**config.mk**
```make
export PLATFORM = sky130hd
export DESIGN_NAME = stb_datapath_flat
export DESIGN_NICKNAME = d
export VERILOG_FILES = /design/src/rtl/stb_datapath_if.sv /design/src/rtl/stb_datapath.sv /design/src/flat_wrapper.sv
export SDC_FILE = /design/constraint.sdc
export NUM_CORES = 1
export LEC_CHECK = 0
export CAP_MARGIN = 0
export CORE_ASPECT_RATIO = 0.9
export CORE_MARGIN = 2
export CORE_UTILIZATION = 30
export CTS_CLUSTER_DIAMETER = 50
export DETAILED_ROUTE_END_ITERATION = 8
export PLACE_DENSITY = 0.49
export SYNTH_ARGS = -nofsm -noshare
export SYNTH_HDL_FRONTEND = slang
export SYNTH_SLANG_ARGS = --single-unit
```
**constraint.sdc**
```tcl
create_clock -name clk -period 4.2 [get_ports clk]
set_clock_uncertainty 0.15 [all_clocks]
set_input_delay 1.05 -clock clk [delete_from_list [all_inputs] [get_ports clk]]
set_output_delay 1.05 -clock clk [all_outputs]
set_load 0.005 [all_outputs]
```
**src/rtl/stb_datapath_if.sv**
```systemverilog
// Store buffer datapath bus: controller strobes, LSU store payload in,
// cache write request and occupancy status out.
interface stb_datapath_if #(
  parameter int DEPTH  = 8,
  parameter int ADDR_W = 32,
  parameter int DATA_W = 32
);
  localparam int SEL_W = DATA_W / 8;
  localparam int CNT_W = $clog2(DEPTH) + 1;

  // Controller strobes and LSU store payload
  logic              stb_wr_en;
  logic              stb_r_en;
  logic              stb_initial_read;
  logic [ADDR_W-1:0] lsudbus2stb_addr;
  logic [DATA_W-1:0] lsudbus2stb_wdata;
  logic [SEL_W-1:0]  lsudbus2stb_sel;

  // Head entry presented to the data cache
  logic [ADDR_W-1:0] stb2dcache_addr;
  logic [DATA_W-1:0] stb2dcache_wdata;
  logic [SEL_W-1:0]  stb2dcache_sel;
  logic              stb2dcache_req;
  logic              stb2dcache_w_en;

  // Status back to the controller
  logic              stb_full;
  logic              stb_empty;
  logic [CNT_W-1:0]  stb_count;
  logic              stb_err;

  // Controller / LSU side
  modport master (
    output stb_wr_en, stb_r_en, stb_initial_read,
           lsudbus2stb_addr, lsudbus2stb_wdata, lsudbus2stb_sel,
    input  stb2dcache_addr, stb2dcache_wdata, stb2dcache_sel,
           stb2dcache_req, stb2dcache_w_en,
           stb_full, stb_empty, stb_count, stb_err
  );

  // Store buffer datapath side
  modport slave (
    input  stb_wr_en, stb_r_en, stb_initial_read,
           lsudbus2stb_addr, lsudbus2stb_wdata, lsudbus2stb_sel,
    output stb2dcache_addr, stb2dcache_wdata, stb2dcache_sel,
           stb2dcache_req, stb2dcache_w_en,
           stb_full, stb_empty, stb_count, stb_err
  );
endinterface

```
**src/rtl/stb_datapath.sv**
```systemverilog
// Store buffer datapath: circular entry storage that accepts LSU stores and
// drains them in FIFO order to the data cache, one entry per read strobe.
module stb_datapath #(
  parameter int DEPTH  = 8,
  parameter int ADDR_W = 32,
  parameter int DATA_W = 32
) (
  input  logic          clk,
  input  logic          rst_n,
  stb_datapath_if.slave bus
);
  localparam int PTR_W = $clog2(DEPTH);
  localparam int CNT_W = PTR_W + 1;
  localparam int SEL_W = DATA_W / 8;

  typedef struct packed {
    logic [ADDR_W-1:0] addr;
    logic [DATA_W-1:0] data;
    logic [SEL_W-1:0]  sel;
  } entry_t;

  entry_t            mem_q [DEPTH];
  logic [PTR_W-1:0]  wr_ptr_q, wr_ptr_d;
  logic [PTR_W-1:0]  rd_ptr_q, rd_ptr_d;
  logic [CNT_W-1:0]  count_q, count_d;
  logic              req_q, req_d;
  logic              err_q, err_d;
  logic              full, empty;
  logic              push, pop;
  entry_t            head;

  assign full  = (count_q == CNT_W'(DEPTH));
  assign empty = (count_q == '0);

  // A push is refused when full; a pop needs an outstanding request and data.
  assign push = bus.stb_wr_en & ~full;
  assign pop  = bus.stb_r_en & req_q & ~empty;

  // Next-state for pointers, occupancy, request and sticky error.
  // NOTE: every always_comb output gets a default first so no path leaves it
  // unassigned, which would otherwise infer a latch.
  always_comb begin
    wr_ptr_d = wr_ptr_q;
    rd_ptr_d = rd_ptr_q;
    count_d  = count_q + CNT_W'(push) - CNT_W'(pop);
    err_d    = err_q;
    if (push) wr_ptr_d = wr_ptr_q + PTR_W'(1);
    if (pop)  rd_ptr_d = rd_ptr_q + PTR_W'(1);
    // Keep requesting while anything is left; the controller kicks the first one.
    req_d = bus.stb_initial_read | (count_d != '0);
    if ((bus.stb_wr_en & full) | (bus.stb_r_en & (empty | ~req_q)))
      err_d = 1'b1;
  end

  // Control state register.
  // NOTE: sequential state uses non-blocking assignments so every register
  // samples the pre-edge values regardless of statement order.
  always_ff @(posedge clk or negedge rst_n) begin
    if (!rst_n) begin
      wr_ptr_q <= '0;
      rd_ptr_q <= '0;
      count_q  <= '0;
      req_q    <= 1'b0;
      err_q    <= 1'b0;
    end else begin
      wr_ptr_q <= wr_ptr_d;
      rd_ptr_q <= rd_ptr_d;
      count_q  <= count_d;
      req_q    <= req_d;
      err_q    <= err_d;
    end
  end

  // Entry storage, written at the tail on an accepted push.
  // NOTE: the array is reset on purpose so the cache outputs read back zero
  // after reset; this forces flops rather than a RAM macro.
  always_ff @(posedge clk or negedge rst_n) begin
    if (!rst_n) begin
      for (int i = 0; i < DEPTH; i++) mem_q[i] <= '0;
    end else if (push) begin
      mem_q[wr_ptr_q] <= '{addr: bus.lsudbus2stb_addr,
                           data: bus.lsudbus2stb_wdata,
                           sel:  bus.lsudbus2stb_sel};
    end
  end

  assign head = mem_q[rd_ptr_q];

  assign bus.stb2dcache_addr  = head.addr;
  assign bus.stb2dcache_wdata = head.data;
  assign bus.stb2dcache_sel   = head.sel;
  assign bus.stb2dcache_req   = req_q;
  assign bus.stb2dcache_w_en  = req_q;
  assign bus.stb_full         = full;
  assign bus.stb_empty        = empty;
  assign bus.stb_count        = count_q;
  assign bus.stb_err          = err_q;
endmodule

```
**src/flat_wrapper.sv**
```systemverilog
// flat-port wrapper written by rule: the top's interface ports become plain ports
module stb_datapath_flat 
#(
  parameter int DEPTH  = 8,
  parameter int ADDR_W = 32,
  parameter int DATA_W = 32
)
  (clk, rst_n, bus_stb_wr_en, bus_stb_r_en, bus_stb_initial_read, bus_lsudbus2stb_addr, bus_lsudbus2stb_wdata, bus_lsudbus2stb_sel, bus_stb2dcache_addr, bus_stb2dcache_wdata, bus_stb2dcache_sel, bus_stb2dcache_req, bus_stb2dcache_w_en, bus_stb_full, bus_stb_empty, bus_stb_count, bus_stb_err);
  stb_datapath_if #(.DEPTH(DEPTH), .ADDR_W(ADDR_W), .DATA_W(DATA_W)) bus_i ();
  input  logic clk;
  input  logic rst_n;
  input wire logic [$bits(bus_i.stb_wr_en)-1:0] bus_stb_wr_en;
  input wire logic [$bits(bus_i.stb_r_en)-1:0] bus_stb_r_en;
  input wire logic [$bits(bus_i.stb_initial_read)-1:0] bus_stb_initial_read;
  input wire logic [$bits(bus_i.lsudbus2stb_addr)-1:0] bus_lsudbus2stb_addr;
  input wire logic [$bits(bus_i.lsudbus2stb_wdata)-1:0] bus_lsudbus2stb_wdata;
  input wire logic [$bits(bus_i.lsudbus2stb_sel)-1:0] bus_lsudbus2stb_sel;
  output wire logic [$bits(bus_i.stb2dcache_addr)-1:0] bus_stb2dcache_addr;
  output wire logic [$bits(bus_i.stb2dcache_wdata)-1:0] bus_stb2dcache_wdata;
  output wire logic [$bits(bus_i.stb2dcache_sel)-1:0] bus_stb2dcache_sel;
  output wire logic [$bits(bus_i.stb2dcache_req)-1:0] bus_stb2dcache_req;
  output wire logic [$bits(bus_i.stb2dcache_w_en)-1:0] bus_stb2dcache_w_en;
  output wire logic [$bits(bus_i.stb_full)-1:0] bus_stb_full;
  output wire logic [$bits(bus_i.stb_empty)-1:0] bus_stb_empty;
  output wire logic [$bits(bus_i.stb_count)-1:0] bus_stb_count;
  output wire logic [$bits(bus_i.stb_err)-1:0] bus_stb_err;
  assign bus_i.stb_wr_en = bus_stb_wr_en;
  assign bus_i.stb_r_en = bus_stb_r_en;
  assign bus_i.stb_initial_read = bus_stb_initial_read;
  assign bus_i.lsudbus2stb_addr = bus_lsudbus2stb_addr;
  assign bus_i.lsudbus2stb_wdata = bus_lsudbus2stb_wdata;
  assign bus_i.lsudbus2stb_sel = bus_lsudbus2stb_sel;
  assign bus_stb2dcache_addr = bus_i.stb2dcache_addr;
  assign bus_stb2dcache_wdata = bus_i.stb2dcache_wdata;
  assign bus_stb2dcache_sel = bus_i.stb2dcache_sel;
  assign bus_stb2dcache_req = bus_i.stb2dcache_req;
  assign bus_stb2dcache_w_en = bus_i.stb2dcache_w_en;
  assign bus_stb_full = bus_i.stb_full;
  assign bus_stb_empty = bus_i.stb_empty;
  assign bus_stb_count = bus_i.stb_count;
  assign bus_stb_err = bus_i.stb_err;
  stb_datapath #(.DEPTH(DEPTH), .ADDR_W(ADDR_W), .DATA_W(DATA_W)) u_core (.clk(clk), .rst_n(rst_n), .bus(bus_i));
endmodule
```
# --- Word level (Yosys, flattened, before mapping) ---
# Cells that the tools add are included.
word_totals:
  reg_bits: 556
  out_inout_bits: 77
  elab_cells: 59
classes:
  addsub: 4
  n_lt_le_gt_ge: 3
  n_eq_ne: 1
  n_mux: 6
  n_bitwise: 13
  reduce_logical: 3
op_table:
  columns: ["cell", "n"]
  rows:
  - ["bitwise mux 544 bit", 1]
  - ["binary-select mux 68 bit (select 3 bit)", 1]
  - ["demux 68 bit (select 3 bit)", 1]
  - ["2-to-1 mux 68 bit", 3]
  - ["greater-or-equal comparator 4 bit, second input constant", 2]
  - ["inverter 3 -> 4 bit", 2]
  - ["adder 3 x 1 -> 3 bit, second input constant", 2]
  - ["bitwise AND 1 bit", 5]
  - ["adder 4 x 1 -> 4 bit", 1]
  - ["equality test 4 bit, second input constant", 1]
  - ["logical NOT 4 bit", 1]
  - ["< comparator 4 x 1 -> 1 bit, second input constant", 1]
  - ["nonzero test 4 bit", 1]
  - ["subtractor 4 x 1 -> 4 bit", 1]
  - ["inverter 1 bit", 3]
  - ["bitwise OR 1 bit", 3]
  - ["logical AND 1 bit", 1]

# --- Longest topological paths before layout ---
logic_depth:
  ltp_word: 7
  depth_mapped: 12
  mapped_depth_nobuf: 12

# --- Worst setup path after synthesis ---
# OpenSTA, ideal clock, no wires.
synth_timing:
  path_type: "register -> register"
  start: "reg u_core.count_q[2] (netlist: u_core.bus.stb_count[2])"
  end: "reg u_core.req_q (netlist: u_core.bus.stb2dcache_req)"
  arrival_ns: 2.698
  t_required_ns: 3.917
  path_slack_ns: 1.219
  path_stages_with_launch: 13
  synth_period_minus_slack_ns: 2.981
  path_cell_list: "dfrtp_1 -> inv_1 -> ha_1 -> or3b_2 -> and3_1 -> ha_1 -> inv_1 -> ha_1 -> inv_1 -> fa_1 -> inv_1 -> nor4b_1 -> mux2i_1"
synth_between:
  word_cells_on_any_way: 10
synth_rtl:
  columns: ["element", "line", "source"]
  rows:
  - ["start, declared", "stb_datapath.sv:25", "logic [CNT_W-1:0] count_q, count_d;"]
  - ["start signal, assigned", "stb_datapath.sv:68", "count_q <= count_d;"]
  - ["logical NOT 4 bit", "stb_datapath.sv:33", "assign empty = (count_q == '0);"]
  - ["inverter 1 bit", "stb_datapath.sv:37", "assign pop = bus.stb_r_en & req_q & ~empty;"]
  - ["bitwise AND 1 bit", "stb_datapath.sv:37", null]
  - ["net u_core.pop", "stb_datapath.sv:29", "logic push, pop;"]
  - ["subtractor 4 x 1 -> 4 bit", "stb_datapath.sv:45", "count_d = count_q + CNT_W'(push) - CNT_W'(pop);"]
  - ["net u_core.count_d[1]", "stb_datapath.sv:25", null]
  - ["nonzero test 4 bit", "stb_datapath.sv:50", "req_d = bus.stb_initial_read | (count_d != '0);"]
  - ["bitwise OR 1 bit", "stb_datapath.sv:50", null]
  - ["net u_core.req_d", "stb_datapath.sv:26", "logic req_q, req_d;"]
  - ["end signal, assigned", "stb_datapath.sv:69", "req_q <= req_d;"]
  - ["end, declared", "stb_datapath.sv:26", null]
# The timed path passes the listed nets, and every way through them passes these cells.
# A chain may end at the register's enable or synchronous reset.

# --- Worst setup path in the final report ---
layout_timing:
  start: "reg u_core.rd_ptr_q[1]"
  end: "out bus_stb2dcache_wdata[20]"
layout_between:
  elab_chain_len: 4
layout_lines:
  columns: ["element", "line", "source"]
  rows:
  - ["start, declared", "stb_datapath.sv:24", "logic [PTR_W-1:0] rd_ptr_q, rd_ptr_d;"]
  - ["start signal, assigned", "stb_datapath.sv:67", "rd_ptr_q <= rd_ptr_d;"]
  - ["inverter 3 -> 4 bit (implied by the code)", "stb_datapath.sv:87", "assign head = mem_q[rd_ptr_q];"]
  - ["binary-select mux 68 bit (select 3 bit)", "stb_datapath.sv:87", null]
  - ["2-to-1 mux 68 bit (implied by the code) (2 in a row)", "stb_datapath.sv:87", null]
  - ["end, declared", "flat_wrapper.sv:19", "output wire logic [$bits(bus_i.stb2dcache_wdata)-1:0] bus_stb2dcache_wdata;"]
# No other way between the ends. The select of a mux whose other input is x is not followed.

==> tab_implementation.tex <==
\begin{tabular}{lr}
\hline
Metric & Value \\
\hline
\multicolumn{2}{l}{\textbf{Pwr}} \\
Total internal power & 19.3 mW \\
Sw Pwr & 7.89 mW \\
Part of the total power dissipated in combinational logic & 40.9\% \\
Total power draw & 27.2 mW \\
Static leakage & 12.6 nW \\
Fraction of power consumed by sequential logic & 35.1\% \\
Peak VDD IR & 0.324 mV \\
Switching fraction of total power & 29.1\% \\
Clock Power Share & 24.1\% \\
Power per cell area & 891 mW/mm2 \\
\multicolumn{2}{l}{\textbf{Logic synthesis}} \\
Share of the synthesized area in the top cell type & 55.9\% \\
Sequential area share after synthesis & 55.9\% \\
Cell area after technology mapping & 0.0249 mm2 \\
Seq cells post-synth & 556 \\
XOR/XNOR Fraction of Synth Area & 0.211\% \\
Warnings, synthesis & 0 \\
Post-Synth Simple-Gate Area & 0.669\% \\
Number of distinct library cells after synthesis & 37 \\
Dominant combinational cell family by area after synthesis & multiplexers \\
Library cell occupying the most area in the post-synthesis netlist & sky130\_fd\_sc\_hd\_\_dfrtp\_1 \\
Number of nets produced by synthesis & 1,539 \\
Multiplexer share of the synthesized area & 40.4\% \\
Mean instance size in the synthesized netlist & 17.1 um2 \\
Area contributors post-synth & sky130\_fd\_sc\_hd\_\_dfrtp\_1 (56\%), sky130\_fd\_sc\_hd\_\_mux2\_2 (27\%), sky130\_fd\_sc\_hd\_\_mux4\_2 (12\%) \\
Area fraction in compound gates after synthesis & 0.0905\% \\
Adder-cell share of the synthesized area & 0.483\% \\
Synthesized netlist cell count & 1,457 \\
\multicolumn{2}{l}{\textbf{Placement}} \\
Placed cell area & 0.0279 mm2 \\
Post-detail-place hpwl & 33,800 um \\
Input/output buffers & 149 \\
Placer congestion estimate & 0.715 \\
Setup WS pre-CTS & 0.568 ns \\
\multicolumn{2}{l}{\textbf{Worst hold path}} \\
Destination of the worst hold path & u\_core.mem\_q[296] \\
Worst Hold Class & flip-flop to flip-flop \\
Count of cells along the worst hold path & 1 \\
Beginning of the worst hold path & u\_core.mem\_q[296] \\
\multicolumn{2}{l}{\textbf{Setup path}} \\
Largest fanout of any net on the critical path & 20 \\
Flop-to-flop setup slack & 0.98 ns \\
Cell type of the slowest stage on the worst timing path & sky130\_fd\_sc\_hd\_\_mux4\_2 \\
Critical path launch point type & flip-flop \\
Worst setup EP type & output port \\
Setup Crit Path Kind & flip-flop to output port \\
Delay of the slowest critical-path stage & 0.53 ns \\
R2r endpoint & u\_core.bus.stb2dcache\_req \\
Levels on crit path & 5 \\
Delay-heaviest family, CP & buffers and inverters \\
R2r startpoint & u\_core.bus.stb\_count[2] \\
Crit path launch & u\_core.rd\_ptr\_q[1] \\
Depth of the most critical reg-to-reg path & 12 \\
Number of buffer and inverter stages on the critical path & 3 \\
Crit path cell chain & buf\_12 -> buf\_16 -> mux4\_2 -> mux2\_2 -> clkdlybuf4s50\_1 \\
Data arrival time at the worst-slack endpoint & 2.86 ns \\
WP data required & 3.00 ns \\
\multicolumn{2}{l}{\textbf{Clocking}} \\
Num CTS Buffers & 78 \\
Clk Latency, worst-skew pair & 0.60 ns \\
Total clock sinks & 556 \\
Maximum clock path buffer count & 3 \\
Clock-pin slew on the worst setup and hold paths & 0.06 ns \\
\# hold bufs at CTS & 0 \\
\# H-tree levels & 3 \\
Buffer type at the clock tree root & sky130\_fd\_sc\_hd\_\_clkbuf\_16 \\
CTS tree & yes \\
\multicolumn{2}{l}{\textbf{Outcome}} \\
Result of the run & finished clean \\
\multicolumn{2}{l}{\textbf{Floorplanning}} \\
Top-level port count & 150 \\
Effective utilization at floorplan & 30.2\% \\
Core area & 0.0825 mm2 \\
Number of cell rows & 100 \\
Die extent in y & 277 um \\
Die Width & 308 um \\
Die ar. & 0.0853 mm2 \\
\multicolumn{2}{l}{\textbf{Timing}} \\
Final-layout setup total negative slack & 0 ns \\
Shortest clock period the worst path allows after layout & 4.06 ns \\
RSZ-0062 raised after global routing & no \\
Final setup fails & 0 \\
Worst slew pin tran & 0.794 ns \\
Share of the clock period used by the worst path & 96.6\% \\
Maximum frequency from static timing analysis & 247 MHz \\
Relative slew slack & 47.1\% \\
Count of final max-slew check failures & 0 \\
Minimum setup slack in the final design & 0.143 ns \\
Final hold violation count & 0 \\
\multicolumn{2}{l}{\textbf{Route}} \\
Violation count after the first detailed-route iteration & 608 \\
Vias per Instance & 4.91 \\
Number of vias in the routed layout & 13,600 \\
Drt wl/cell & 22.2 um \\
Detailed-route DRC error count & 0 \\
Final antenna-violating net count & 0 \\
Total length of routed wires & 61,400 um \\
Pre-antenna DRT Iters & 5 \\
\multicolumn{2}{l}{\textbf{Cells and area}} \\
Post-Layout Inst Area & 0.0305 mm2 \\
Most common cell after layout, fill and taps aside & sky130\_fd\_sc\_hd\_\_mux2\_2 \\
Footprint of the multi-input gates & 0.0105 mm2 \\
Antenna diode count & 0 \\
Area grow syn2layout & 22.5\% \\
Reg area & 0.0139 mm2 \\
Fraction of layout cells with a size suffix above 1 & 54.4\% \\
Most frequent cells in the layout & sky130\_fd\_sc\_hd\_\_mux2\_2 (589), sky130\_fd\_sc\_hd\_\_dfrtp\_1 (553), sky130\_fd\_sc\_hd\_\_clkdlybuf4s50\_1 (148) \\
FILL cells & 7,686 \\
Number of nets in the finished design & 1,713 \\
\multicolumn{2}{l}{\textbf{Global route}} \\
Initial antenna violation count & 7 \\
Number of global-route vias before repair & 15,000 \\
Global router's overall resource usage & 14.7\% \\
Grt total ovfl & 0 \\
Wire length of the first global-routing pass & 95,700 um \\
Largest net degree at the start of global routing & 100 \\
\multicolumn{2}{l}{\textbf{Run}} \\
Number of maximum-capacitance violations & 0 \\
\hline
\end{tabular}
[worst reg2reg max path, cell delays in order, from the launching register on]
cell and delay [ns]:
sky130_fd_sc_hd__dfrtp_1 0.40, sky130_fd_sc_hd__inv_1 0.11, sky130_fd_sc_hd__ha_1 0.14, sky130_fd_sc_hd__or3b_2 0.49, sky130_fd_sc_hd__and3_1 0.26, sky130_fd_sc_hd__ha_1 0.29
sky130_fd_sc_hd__inv_1 0.06, sky130_fd_sc_hd__ha_1 0.16, sky130_fd_sc_hd__inv_1 0.06, sky130_fd_sc_hd__fa_1 0.50, sky130_fd_sc_hd__inv_1 0.06, sky130_fd_sc_hd__nor4b_1 0.30
sky130_fd_sc_hd__mux2i_1 0.11
[layout make-up]
type	instances	share of cell area [%]
multi-input cells	792	34.4
clock inverters	32	1.31
well taps	1071	4.40
repair buffers	192	6.91
inverters	11	0.144
clock buffers	107	7.17
flip-flops and latches	556	45.7
[worst max path at each step]
| stage | to |
|---|---|
| after floorplan | u_core.bus.stb2dcache_req |
| after CTS | bus_stb2dcache_addr[5] |
| after detailed placement | u_core.bus.stb2dcache_req |
| after global routing | bus_stb2dcache_wdata[16] |
| after global placement | u_core.bus.stb2dcache_req |
| final | bus_stb2dcache_wdata[20] |
[metal layers]
layer / GRT usage (%) / part of all wire [%]
met2: 22.3 / 45
met5: 0 / 0.13
met4: 3.73 / 2.0
met3: 3.57 / 4.2
met1: 21.2 / 48
[logic make-up (layout without fill, tap and decap cells)]
group / Yosys count / after routing
multiplexers: 751 / 751
flip-flops: 556 / 556
buffers and inverters: 109 / 342
AND/OR/NAND/NOR: 23 / 23
adder cells (fa/ha/maj): 9 / 9
XOR/XNOR: 6 / 6
AO/OA/AOI/OAI: 3 / 3
[per-stage QoR]
stage | instances | util (%) | hold slack [ns]
floorplan | 1457 | - | 0.303
global placement | 2619 | 33.8 | 0.315
detailed placement | 2619 | 33.8 | 0.325
CTS | 2758 | 36.9 | 0.337
global route | 2761 | 37.0 | 0.353
finish | 2761 | 37.0 | 0.339
[synthesized netlist by cell type]
cell and count:
sky130_fd_sc_hd__a21o_1 1, sky130_fd_sc_hd__a21oi_1 1, sky130_fd_sc_hd__a221o_1 1, sky130_fd_sc_hd__and3_1 1, sky130_fd_sc_hd__buf_1 3, sky130_fd_sc_hd__buf_2 61
sky130_fd_sc_hd__buf_4 8, sky130_fd_sc_hd__buf_6 3, sky130_fd_sc_hd__clkbuf_1 22, sky130_fd_sc_hd__clkbuf_2 1, sky130_fd_sc_hd__dfrtp_1 556, sky130_fd_sc_hd__fa_1 1
sky130_fd_sc_hd__ha_1 8, sky130_fd_sc_hd__inv_1 10, sky130_fd_sc_hd__inv_4 1, sky130_fd_sc_hd__mux2_1 5, sky130_fd_sc_hd__mux2_2 589, sky130_fd_sc_hd__mux2_4 20
sky130_fd_sc_hd__mux2i_1 1, sky130_fd_sc_hd__mux4_2 136, sky130_fd_sc_hd__nand2_1 5, sky130_fd_sc_hd__nand2b_1 1, sky130_fd_sc_hd__nand3_1 2, sky130_fd_sc_hd__nand3b_1 1
sky130_fd_sc_hd__nand4_1 1, sky130_fd_sc_hd__nor2_1 1, sky130_fd_sc_hd__nor3_1 1, sky130_fd_sc_hd__nor3b_1 1, sky130_fd_sc_hd__nor4_1 1, sky130_fd_sc_hd__nor4b_1 1
sky130_fd_sc_hd__nor4b_2 3, sky130_fd_sc_hd__nor4bb_1 1, sky130_fd_sc_hd__or3b_1 1, sky130_fd_sc_hd__or3b_2 1, sky130_fd_sc_hd__or4_1 1, sky130_fd_sc_hd__xnor2_1 4
sky130_fd_sc_hd__xor2_1 2
[power by group through the flow]
stage,Sequential (mW),Combinational [mW],Clock [mW]
2_1_floorplan,9.00,7.45,0
3_3_place_gp,9.50,11.2,0
3_5_place_dp,9.61,11.3,0
4_1_cts,9.53,11.3,6.77
5_1_grt,9.87,12.0,7.00
6_report,9.53,11.1,6.53
[flip-flops by register name, indices dropped and copies added (netlist names)]
signal                     count
u_core.bus.stb_count           4
u_core.bus.stb2dcache_req      1
u_core.wr_ptr_q                3
u_core.mem_q                 544
u_core.bus.stb_err             1
u_core.rd_ptr_q                3
[repair_timing]
action	CTS	global route
gates resized for setup	0	2
setup endpoints to repair	0	16
buffers inserted	0	3
Note: power is estimated with default switching activity, not from simulation.
